===== config.mk =====
export PLATFORM = sky130hd
export DESIGN_NAME = mrs_8_serial
export DESIGN_NICKNAME = d
export VERILOG_FILES = /design/src/rtl/mrs_pkg.sv /design/src/rtl/mrs_step.sv /design/src/rtl/mrs_8_serial.sv
export SDC_FILE = /design/constraint.sdc
export NUM_CORES = 1
export LEC_CHECK = 0
export ABC_AREA = 1
export ABC_CLOCK_PERIOD_IN_PS = 1460
export CAP_MARGIN = 20
export CORE_ASPECT_RATIO = 1.1
export CORE_UTILIZATION = 40
export CTS_CLUSTER_DIAMETER = 80
export DETAILED_ROUTE_END_ITERATION = 10
export GPL_ROUTABILITY_DRIVEN = 0
export GPL_TIMING_DRIVEN = 0
export HOLD_SLACK_MARGIN = 0.08
export PLACE_DENSITY = 0.67
export RECOVER_POWER = 100
export SETUP_SLACK_MARGIN = 0.4
export SKIP_LAST_GASP = 1
export SLEW_MARGIN = 5
export SYNTH_ARGS = -nofsm -noshare
export SYNTH_HDL_FRONTEND = slang
export SYNTH_SLANG_ARGS = --single-unit

===== constraint.sdc =====
create_clock -name clk -period 1.46 [get_ports clk]
set_input_delay 0.146 -clock clk [delete_from_list [all_inputs] [get_ports clk]]
set_output_delay 0.146 -clock clk [all_outputs]
set_load 0.01 [all_outputs]

===== src/rtl/mrs_pkg.sv =====
// Shared definitions for the bit-serial masking rotating shifter:
// mode encodings and the sequencing FSM states.
package mrs_pkg;

    localparam logic [1:0] MRS_ROR = 2'b00;
    localparam logic [1:0] MRS_ROL = 2'b01;
    localparam logic [1:0] MRS_SRL = 2'b10;
    localparam logic [1:0] MRS_SLL = 2'b11;

    typedef enum logic [1:0] {
        IDLE  = 2'b00,
        SHIFT = 2'b01,
        DONE  = 2'b10
    } mrs_state_e;

endpackage


===== src/rtl/mrs_step.sv =====
// Single-position step of the rotating shifter. Rotates wrap the end bit around;
// logical shifts fill the vacated position with zero.
module mrs_step
    import mrs_pkg::*;
#(
    parameter int WIDTH = 8
) (
    input  logic [WIDTH-1:0] d,
    input  logic [1:0]       mode,
    output logic [WIDTH-1:0] q
);

    // One-bit move selected by mode
    always_comb begin
        q = d;
        case (mode)
            MRS_ROR: q = {d[0], d[WIDTH-1:1]};
            MRS_ROL: q = {d[WIDTH-2:0], d[WIDTH-1]};
            MRS_SRL: q = {1'b0, d[WIDTH-1:1]};
            MRS_SLL: q = {d[WIDTH-2:0], 1'b0};
            default: q = d;
        endcase
    end

endmodule


===== src/rtl/mrs_8_serial.sv =====
// Bit-serial masking rotating shifter: accepts one request, steps the data one
// position per clock for amt cycles, then holds the result until drained.
module mrs_8_serial
    import mrs_pkg::*;
#(
    parameter int WIDTH = 8,
    parameter int AMT_W = $clog2(WIDTH)
) (
    input  logic             clk,
    input  logic             rst,
    input  logic             in_valid,
    output logic             in_ready,
    input  logic [WIDTH-1:0] in_data,
    input  logic [AMT_W-1:0] in_amt,
    input  logic [1:0]       in_mode,
    output logic             out_valid,
    input  logic             out_ready,
    output logic [WIDTH-1:0] out_data,
    output logic             busy
);

    mrs_state_e       r_state;
    mrs_state_e       w_state_next;
    logic [AMT_W-1:0] r_cnt;
    logic [AMT_W-1:0] w_cnt_next;
    logic [WIDTH-1:0] r_data;
    logic [WIDTH-1:0] w_data_next;
    logic [1:0]       r_mode;
    logic [1:0]       w_mode_next;
    logic [WIDTH-1:0] w_step;
    logic             r_in_ready;
    logic             r_out_valid;
    logic             r_busy;
    logic             w_accept;

    mrs_step #(.WIDTH(WIDTH)) u_step (
        .d    (r_data),
        .mode (r_mode),
        .q    (w_step)
    );

    // in_ready is a register so it stays low for the whole reset pulse
    assign w_accept  = in_valid && r_in_ready && (r_state == IDLE);
    assign in_ready  = r_in_ready;
    assign out_valid = r_out_valid;
    assign out_data  = r_data;
    assign busy      = r_busy;

    // Next-state, counter and datapath selection
    always_comb begin
        w_state_next = r_state;
        w_cnt_next   = r_cnt;
        w_data_next  = r_data;
        w_mode_next  = r_mode;
        case (r_state)
            IDLE: begin
                if (w_accept) begin
                    w_data_next = in_data;
                    w_mode_next = in_mode;
                    w_cnt_next  = in_amt;
                    if (in_amt == {AMT_W{1'b0}}) begin
                        w_state_next = DONE;
                    end else begin
                        w_state_next = SHIFT;
                    end
                end else begin
                    w_state_next = IDLE;
                end
            end
            SHIFT: begin
                w_data_next = w_step;
                w_cnt_next  = r_cnt - AMT_W'(1);
                if (r_cnt == AMT_W'(1)) begin
                    w_state_next = DONE;
                end else begin
                    w_state_next = SHIFT;
                end
            end
            DONE: begin
                if (out_ready) begin
                    w_state_next = IDLE;
                end else begin
                    w_state_next = DONE;
                end
            end
            default: begin
                w_state_next = IDLE;
            end
        endcase
    end

    // State, datapath and registered handshake outputs
    always_ff @(posedge clk or posedge rst) begin
        if (rst) begin
            r_state     <= IDLE;
            r_cnt       <= {AMT_W{1'b0}};
            r_data      <= {WIDTH{1'b0}};
            r_mode      <= MRS_ROR;
            r_in_ready  <= 1'b0;
            r_out_valid <= 1'b0;
            r_busy      <= 1'b0;
        end else begin
            r_state     <= w_state_next;
            r_cnt       <= w_cnt_next;
            r_data      <= w_data_next;
            r_mode      <= w_mode_next;
            r_in_ready  <= (w_state_next == IDLE);
            r_out_valid <= (w_state_next == DONE);
            r_busy      <= (w_state_next != IDLE);
        end
    end

endmodule


## Word level (Yosys, flattened, before mapping)

Cells that the tools add are included.

| storage, ports and cells | value |
|---|---|
| register bits | 18 |
| bits in latches | 0 |
| RAM bits | 0 |
| ROM bits | 0 |
| input bits | 17 |
| output and inout bits | 11 |
| logic and storage cells | 36 |
| memories | 0 |

| cells by class | value |
|---|---|
| add/sub/neg operators | 1 |
| multiply operators | 0 |
| divide/modulo/power cells | 0 |
| magnitude comparators | 0 |
| equality and inequality tests | 8 |
| shifts and indexed selects | 0 |
| mux-type cells | 10 |
| bitwise operators | 0 |
| reduce and logical (&&, ||, !) cells | 10 |

Operators with widths:

| kind | number |
|---|---|
| case mux 8 bit (4 select lines) | 1 |
| case mux 8 bit (2 select lines) | 1 |
| equality test 2 bit (second input constant) | 4 |
| 2-to-1 mux 2 bit | 4 |
| 2-to-1 mux 8 bit | 1 |
| zero test 2 bit | 3 |
| case mux 2 bit (3 select lines) | 1 |
| case mux 3 bit (2 select lines) | 1 |
| equality test 2 x 1 -> 1 bit (second input constant) | 2 |
| AND reduction 2 bit | 2 |
| nonzero test 2 bit | 2 |
| equality test 3 x 1 -> 1 bit (second input constant) | 1 |
| zero test 3 bit | 1 |
| 2-to-1 mux 3 bit | 1 |
| subtractor 3 x 1 -> 3 bit (second input constant) | 1 |
| logical AND 1 bit | 2 |
| != test 2 bit (second input constant) | 1 |

## Longest topological paths before layout

Gate-level depths: netlist of run 1.

| logic depth | value |
|---|---|
| depth in word-level cells | 5 |
| mapped depth | 7 |
| depth with buffers taken out | 7 |

## Cells and area by module

From an unflattened synthesis of run 1, not the netlist that was laid out.

| second synthesis, totals | value |
|---|---|
| cell total of the unflattened synthesis | 159 |
| area total of the unflattened synthesis | 1076.0 um^2 |

Modules (own cells, without submodules):

| module | times used | cells each | area each (um^2) |
|---|---|---|---|
| mrs_8_serial | 1 | 132 | 954.7 |
| mrs_step | 1 | 27 | 121.4 |

## Worst setup path before layout of run 1

Ideal clock, no wire load.

| timing | value |
|---|---|
| path kind | register to register |
| start | register r_cnt[0] |
| end | register r_cnt[2] |
| library setup time | 0.124 ns |
| arrival time | 0.998 ns |
| setup slack | 0.337 ns |
| cell stages (with the launch flop) | 6 |
| path buffers | 0 |
| cell sequence | dfrtp_1 > inv_1 > ha_1 > or2_2 > nand3_1 > nand3_1 |

| between the ends | value |
|---|---|
| word-level cells in the longest chain between the ends | 2 |

RTL lines:

| what | line | text |
|---|---|---|
| start, declared | mrs_8_serial.sv:24 | `logic [AMT_W-1:0] r_cnt;` |
| start signal, assigned | mrs_8_serial.sv:96 | `r_cnt <= {AMT_W{1'b0}};` |
| start signal, assigned | mrs_8_serial.sv:104 | `r_cnt <= w_cnt_next;` |
| subtractor 3 x 1 -> 3 bit | mrs_8_serial.sv:72 | `w_cnt_next = r_cnt - AMT_W'(1);` |
| case mux 3 bit (2 select lines) | mrs_8_serial.sv:55 | `case (r_state)` |

Every way passes these cells.
A chain may end at the register's enable or synchronous reset.

## Worst setup path after layout of run 1

| timing | value |
|---|---|
| start | register r_state[0] |
| end | register r_busy, in the netlist busy |

| between the ends | value |
|---|---|
| word-level cells in the longest chain between the ends | 5 |

RTL lines:

| what | line | text |
|---|---|---|
| start, declared | mrs_8_serial.sv:22 | `mrs_state_e r_state;` |
| start signal, assigned | mrs_8_serial.sv:103 | `r_state <= w_state_next;` |
| zero test 2 bit | mrs_8_serial.sv:43, mrs_8_serial.sv:55 |  |
| logical AND 1 bit | mrs_8_serial.sv:43 | `assign w_accept = in_valid && r_in_ready && (r_state == IDLE);` |
| 2-to-1 mux 2 bit | mrs_8_serial.sv:57 | `if (w_accept) begin` |
| case mux 2 bit (3 select lines) (*) | mrs_8_serial.sv:55 |  |
| via w_state_next[0] | mrs_8_serial.sv:23 | `mrs_state_e w_state_next;` |
| nonzero test 2 bit (*) | mrs_8_serial.sv:109 | `r_busy <= (w_state_next != IDLE);` |
| end signal, assigned | mrs_8_serial.sv:109 |  |
| end, declared | mrs_8_serial.sv:33 | `logic r_busy;` |

The timed path passes the listed nets; every way through them passes the cells marked *.

==> results of run 1 <==
-- worst max-delay path: stages, from the launching register on --
cell     delay, ns
dfrtp_1       0.47
inv_1         0.18
nand2_1       0.12
nor2_4        0.13
nand2_1       0.06
nand2_1       0.11
inv_1         0.05
nand2_1       0.05
-- cell families after synthesis --
logic type	count (synthesis)	share of synthesized area
AO/OA/AOI/OAI	5	0.02272
adder cells (fa/ha/maj)	2	0.02272
AND/OR/NAND/NOR	105	0.4318
buffers and inverters	27	0.1136
flip-flops	18	0.4091
-- area by class of cell --
| class | instances | share of cell area |
|---|---|---|
| Tap cell | 31 | 0.02583 |
| Multi-Input combinational cell | 112 | 0.3675 |
| Inverter | 24 | 0.06583 |
| Sequential cell | 18 | 0.3008 |
| Timing Repair Buffer | 36 | 0.1908 |
| Buffer | 3 | 0.02500 |
| Clock buffer | 4 | 0.02417 |
-- worst paths after layout --
check,startpoint,to,slack [ns],cells after the start
max,r_state[0]$_DFF_PP0_,busy$_DFF_PP0_,0.23,7
min,rst,r_mode[1]$_DFFE_PP0P_,0.37,2
max reg2reg,r_state[0]$_DFF_PP0_,busy$_DFF_PP0_,0.23,7
min reg2reg,r_cnt[1]$_DFFE_PP0P_,r_cnt[1]$_DFFE_PP0P_,0.51,2
max in group asynchronous,rst,r_state[1]$_DFF_PP0_,0.60,2
min in group clk,in_mode[1],r_mode[1]$_DFFE_PP0P_,0.38,3
-- power by group through the flow --
stage	clock network [mW]	registers, mW	logic [mW]
finish	0.313	0.938	2.12
global route	0.354	0.966	2.38
CTS	0.328	0.914	2.07
detailed placement	0	0.949	1.97
global placement	0	0.946	1.94
floorplan	0	0.996	1.29
-- placed cells by master, fill, tap and decap left out --
cell type        count
nand3b_1             1
nand3_2              4
or2_4                1
dfrtp_2              1
nand2_1             72
clkbuf_1            11
ha_2                 1
buf_8                2
clkbuf_8             1
nand3_1             10
nand2_4              1
dlygate4sd3_1        1
dfrtp_1             17
buf_4                9
nand2_8              1
clkdlybuf4s50_1     15
o21ai_1              2
ha_1                 1
inv_1               20
clkbuf_4             3
clkinv_4             1
inv_4                1
nand2_2              4
o21ai_0              3
nor2_1               7
clkbuf_16            1
inv_2                1
clkinv_2             1
nor2_4               3
nor2_2               1
-- registers in the layout, summed over array words and instances, names as in the netlist --
| register | count |
|---|---|
| r_mode | 2 |
| r_cnt | 3 |
| out_valid | 1 |
| r_state | 2 |
| busy | 1 |
| in_ready | 1 |
| out_data | 8 |
-- routing by layer --
metal | GRT usage | vias to the layer above
met4 | 0.08108 | 0
met1 | 0.1987 | 503
met3 | 0.03200 | 5
li1 | - | 547
met5 | 0 | -
met2 | 0.3315 | 25
-- stage by stage --
stage,cell area (um2),std cells
3_5_place_dp,1420,215
3_3_place_gp,1420,215
6_report,1501,228
4_1_cts,1489,227
5_1_grt,1501,228
2_1_floorplan,1111,157
-- what timing repair did --
| item | 4_1_cts | 5_1_grt |
|---|---|---|
| gates resized for setup | 44 | 11 |
| setup endpoints to repair | 27 | 22 |
| pin swaps | 3 | 2 |
| setup buffers | 8 | 0 |
| gates cloned | 0 | 1 |
| hold endpoints to repair | 0 | 0 |
==> run_results.csv, run 1 <==
group,metric,value,unit
power,p_leak,0.8127,nW
logic_synthesis,syn-num-nets,176,
logic_synthesis,yosys.area.top_type_share,0.4091,
floorplan,core,0.002544,mm2
drt,viasPerCell,4.737,
floorplan,die_h,57.03,um
placement,pre_cts_ws,0.09973,ns
cells_and_area,register_area,451.7,um2
cts,cts_sinks,18,
cts,cts_hold_repair.buffers,0,
drt,drc_errors,0,
grt,grt_max_degree,19,
logic_synthesis,synth_top_flop_cell,"dfrtp_1",
drt,firstDrtPassIters,4,
worst_setup_path,cp-start-kind,"flop",
logic_synthesis,seq_area_frac_synth,0.4091,
timing,period_needed,1.233,ns
floorplan,ios,28,
power,irDropWorstVdd,1120,uV
power,p_comb_frac,0.629,
timing,rsz0062_at_grt,"yes",
logic_synthesis,synth_area_leaders,"dfrtp_1, nand2_1, inv_1, nand3_1, nor2_4",
floorplan,dieWidth,52.03,um
timing,hold_viol,0,
grt,grt_pass1_vias,990,
cts,cts-root-buf,"clkbuf_4",
status,status,"finished clean",
cells_and_area,final_net_count,217,
cts,cts_made_buffers,3,
logic_synthesis,syn-instance-count,157,
cts,clkTransAtPathRegs,0.11,ns
placement,dpl.hpwl,1722,um
timing,tightest_slew,0.6882,ns
grt,antenna_found_initial,0,
timing,skew,0.009568,ns
logic_synthesis,synth_cell_types,20,
cts,htreeDepth,1,
logic_synthesis,avgSynthCellArea,7.013,um2
worst_setup_path,path_max_fanout,4,
logic_synthesis,ys_top_cells_by_count,"nand2_1, inv_1, dfrtp_1",
worst_setup_path,worstPathRequired,1.70,ns
drt,finalWirelength,2488,um
run,maxCapViolCount,0,
drt,met1_length,1051,um
floorplan,fp.dieArea,0.002967,mm2
power,power,3.374,mW
floorplan,rows,19,
floorplan,start_util,0.4329,
worst_setup_path,critPathKind,"reg2reg",
drt,drt_iter0_markers,12,
grt,grt.total_usage,0.1816,
power,powerDensity,2247,mW/mm2
timing,setup_viol,0,
drt,routedWlPerCell,10.91,um
cells_and_area,areaGrowthSynthToFinish,36.36,%
cells_and_area,n_antenna_cell,0,
worst_hold_path,hp-class,"in2async",
logic_synthesis,synth-async-reset-ratio,1.000,
timing,hold_slack,0.3707,ns
placement,io_buffer_count,27,
power,switching_share,0.4618,
drt,final_antenna_net_count,0,
timing,timing.final.crit_share,0.8448,
drt,wl_met2,1292,um
drt,top_layer_used,"met4",
timing,slew_violations,0,
logic_synthesis,yosys_warnings,0,
cts,clockBufferDepth,2,
cts,cts_tree,"yes",
drt,dr_wl_met3,98,um
worst_setup_path,cp.arrival,1.47,ns
logic_synthesis,yosys.area.top_type,"dfrtp_1",
logic_synthesis,syn_area,0.001101,mm2
cts,worstSkewPairLatency,0.30,ns
cells_and_area,multi_input_area,551.8,um2
grt,grt_pass1_wl,3995,um
cells_and_area,final_core_util,0.5903,
logic_synthesis,synth_edf_count,0,
worst_setup_path,end_kind,"flop",
power,p_clk_frac,0.093,
logic_synthesis,ys_seq_elements,18,
cells_and_area,fillers,266,
cells_and_area,drive_above_1_share,0.1878,
timing,fin_setup_tns,0,ns
power,cell_internal_pwr,1.816,mW
timing,fin_ws,0.2266,ns
timing,fmax,810.7,MHz
power,p_seq_frac,0.278,
timing,slew_headroom,0.5407,
drt,dr_total_vias,1080,
power,switchingPower,1.558,mW
grt,grt_overflow,0,
logic_synthesis,synth.most_common_cell,"nand2_1",
No activity file was read; power rests on OpenSTA's default activity.
==> run 2: changes to the inputs <==
ABC_CLOCK_PERIOD_IN_PS = 1250   (was 1460)
clock period = 1.25 ns   (was 1.46 ns; I/O delays follow)
==> run_results.csv, run 2 (synthesis results as in run 1) <==
group,metric,value,unit
timing,fin_setup_tns,0,ns
cts,worstSkewPairLatency,0.30,ns
cells_and_area,fillers,249,
drt,dr_total_vias,1122,
cells_and_area,largest_reg_flops,8,
worst_setup_path,cp.arrival,1.34,ns
timing,fin_ws,0.1072,ns
timing,hold_viol,0,
drt,viasPerCell,4.754,
grt,grt_pass1_wl,4029,um
cts,cts-root-buf,"clkbuf_4",
cells_and_area,final_cell_mix,"nand2_1, inv_1, dfrtp_1",
cts,cts_hold_repair.buffers,0,
timing,slew_headroom,0.4527,
timing,fmax,875.1,MHz
worst_setup_path,critPathKind,"reg2reg",
placement,dpl.hpwl,1779,um
cts,htreeDepth,1,
worst_hold_path,hp-class,"in2reg",
cells_and_area,design_area,0.001629,mm2
cells_and_area,areaGrowthSynthToFinish,47.95,%
drt,drt_iter0_markers,30,
cells_and_area,stdcell_count,236,
cells_and_area,layout_commonest_cell,"nand2_1",
placement,pre_cts_ws,0.007189,ns
cts,cts_made_buffers,3,
grt,use_met2,0.3187,
timing,timing.final.crit_share,0.9142,
placement,placed_area,0.001441,mm2
drt,final_antenna_net_count,0,
timing,skew,0.004865,ns
power,p_leak,0.8749,nW
power,power,4.444,mW
timing,rsz0062_at_grt,"yes",
drt,finalWirelength,2691,um
placement,dp_cells,215,
worst_setup_path,end_kind,"flop",
cells_and_area,final_net_count,225,
worst_setup_path,cp-start-kind,"flop",
drt,routedWlPerCell,11.40,um
worst_setup_path,worstPathRequired,1.45,ns
grt,grt.total_usage,0.1820,
cts,clkTransAtPathRegs,0.11,ns
floorplan,ios,28,
timing,period_needed,1.143,ns
grt,use_met1,0.2148,
grt,grt_overflow,0,
timing,setup_viol,0,
grt,grt_pass1_vias,983,
cts,clockBufferDepth,2,
cts,cts_sinks,18,
cts,cts_tree,"yes",
timing,tightest_slew,0.8165,ns
power,irDropWorstVdd,1792,uV
cells_and_area,final_core_util,0.6404,
run,maxCapViolCount,0,
worst_setup_path,reg2reg_depth,7,
drt,firstDrtPassIters,4,
cells_and_area,n_antenna_cell,0,
grt,use_met3,0.03467,
cells_and_area,multi_input_area,585.6,um2
floorplan,start_util,0.4329,
cells_and_area,drive_above_1_share,0.2683,
floorplan,die_h,57.03,um
floorplan,dieWidth,52.03,um
floorplan,rows,19,
status,status,"finished clean",
timing,slew_violations,0,
worst_hold_path,hold_depth,3,
floorplan,fp.dieArea,0.002967,mm2
cells_and_area,register_area,452.9,um2
floorplan,core,0.002544,mm2
grt,antenna_found_initial,0,
grt,top_usage_layer,"met2",
drt,drc_errors,0,
grt,grt_max_degree,19,
timing,hold_slack,0.3690,ns
power,powerDensity,2728,mW/mm2
worst_setup_path,path_max_fanout,3,
placement,io_buffer_count,27,
run 2: path summary, 6_finish.rpt:
| kind | startpoint | to | slack [ns] |
|---|---|---|---|
| max in group asynchronous | rst | r_state[1]$_DFF_PP0_ | 0.42 |
| hold / removal | in_mode[0] | r_mode[0]$_DFFE_PP0P_ | 0.37 |
| setup / recovery | r_cnt[1]$_DFFE_PP0P_ | in_ready$_DFF_PP0_ | 0.11 |
| min in group asynchronous | rst | out_data[7]$_DFFE_PP0P_ | 0.38 |
| hold reg to reg | r_cnt[1]$_DFFE_PP0P_ | r_cnt[1]$_DFFE_PP0P_ | 0.49 |
| setup reg to reg | r_cnt[1]$_DFFE_PP0P_ | in_ready$_DFF_PP0_ | 0.11 |
run 2: area by class of cell:
cell class | count | share of cell area
tap | 31 | 0.02381
timing repair buffer | 44 | 0.2281
multi-input combinational | 112 | 0.3594
inverter | 24 | 0.06528
buffer | 3 | 0.02304
sequential | 18 | 0.2780
clock buffer | 4 | 0.02227
run 2: routing by layer:
metal | vias up | routed length, um
li1 | 570 | -
met1 | 524 | 1153
met2 | 23 | 1395
met3 | 5 | 93
met4 | 0 | 48
met5 | - | 0
run 2: report_power, final:
group | internal, mW | switching [mW]
registers | 0.884 | 0.223
logic | 1.37 | 1.60
clock network | 0.178 | 0.187
run 2: what timing repair did:
item                                    CTS  global route
buffers inserted                         10             5
gates resized for setup                  45            23
cloned                                    0             2
pin swaps                                 1             8
endpoints found under the setup margin   29            30
run 2: critical path, stage by stage, from the launching register on:
cell and delay (ns):
dfrtp_1 0.39, inv_1 0.08, ha_1 0.19, nand2_4 0.06, nor2_1 0.17, nor2_4 0.05, nand2_2 0.07, nor2_2 0.03
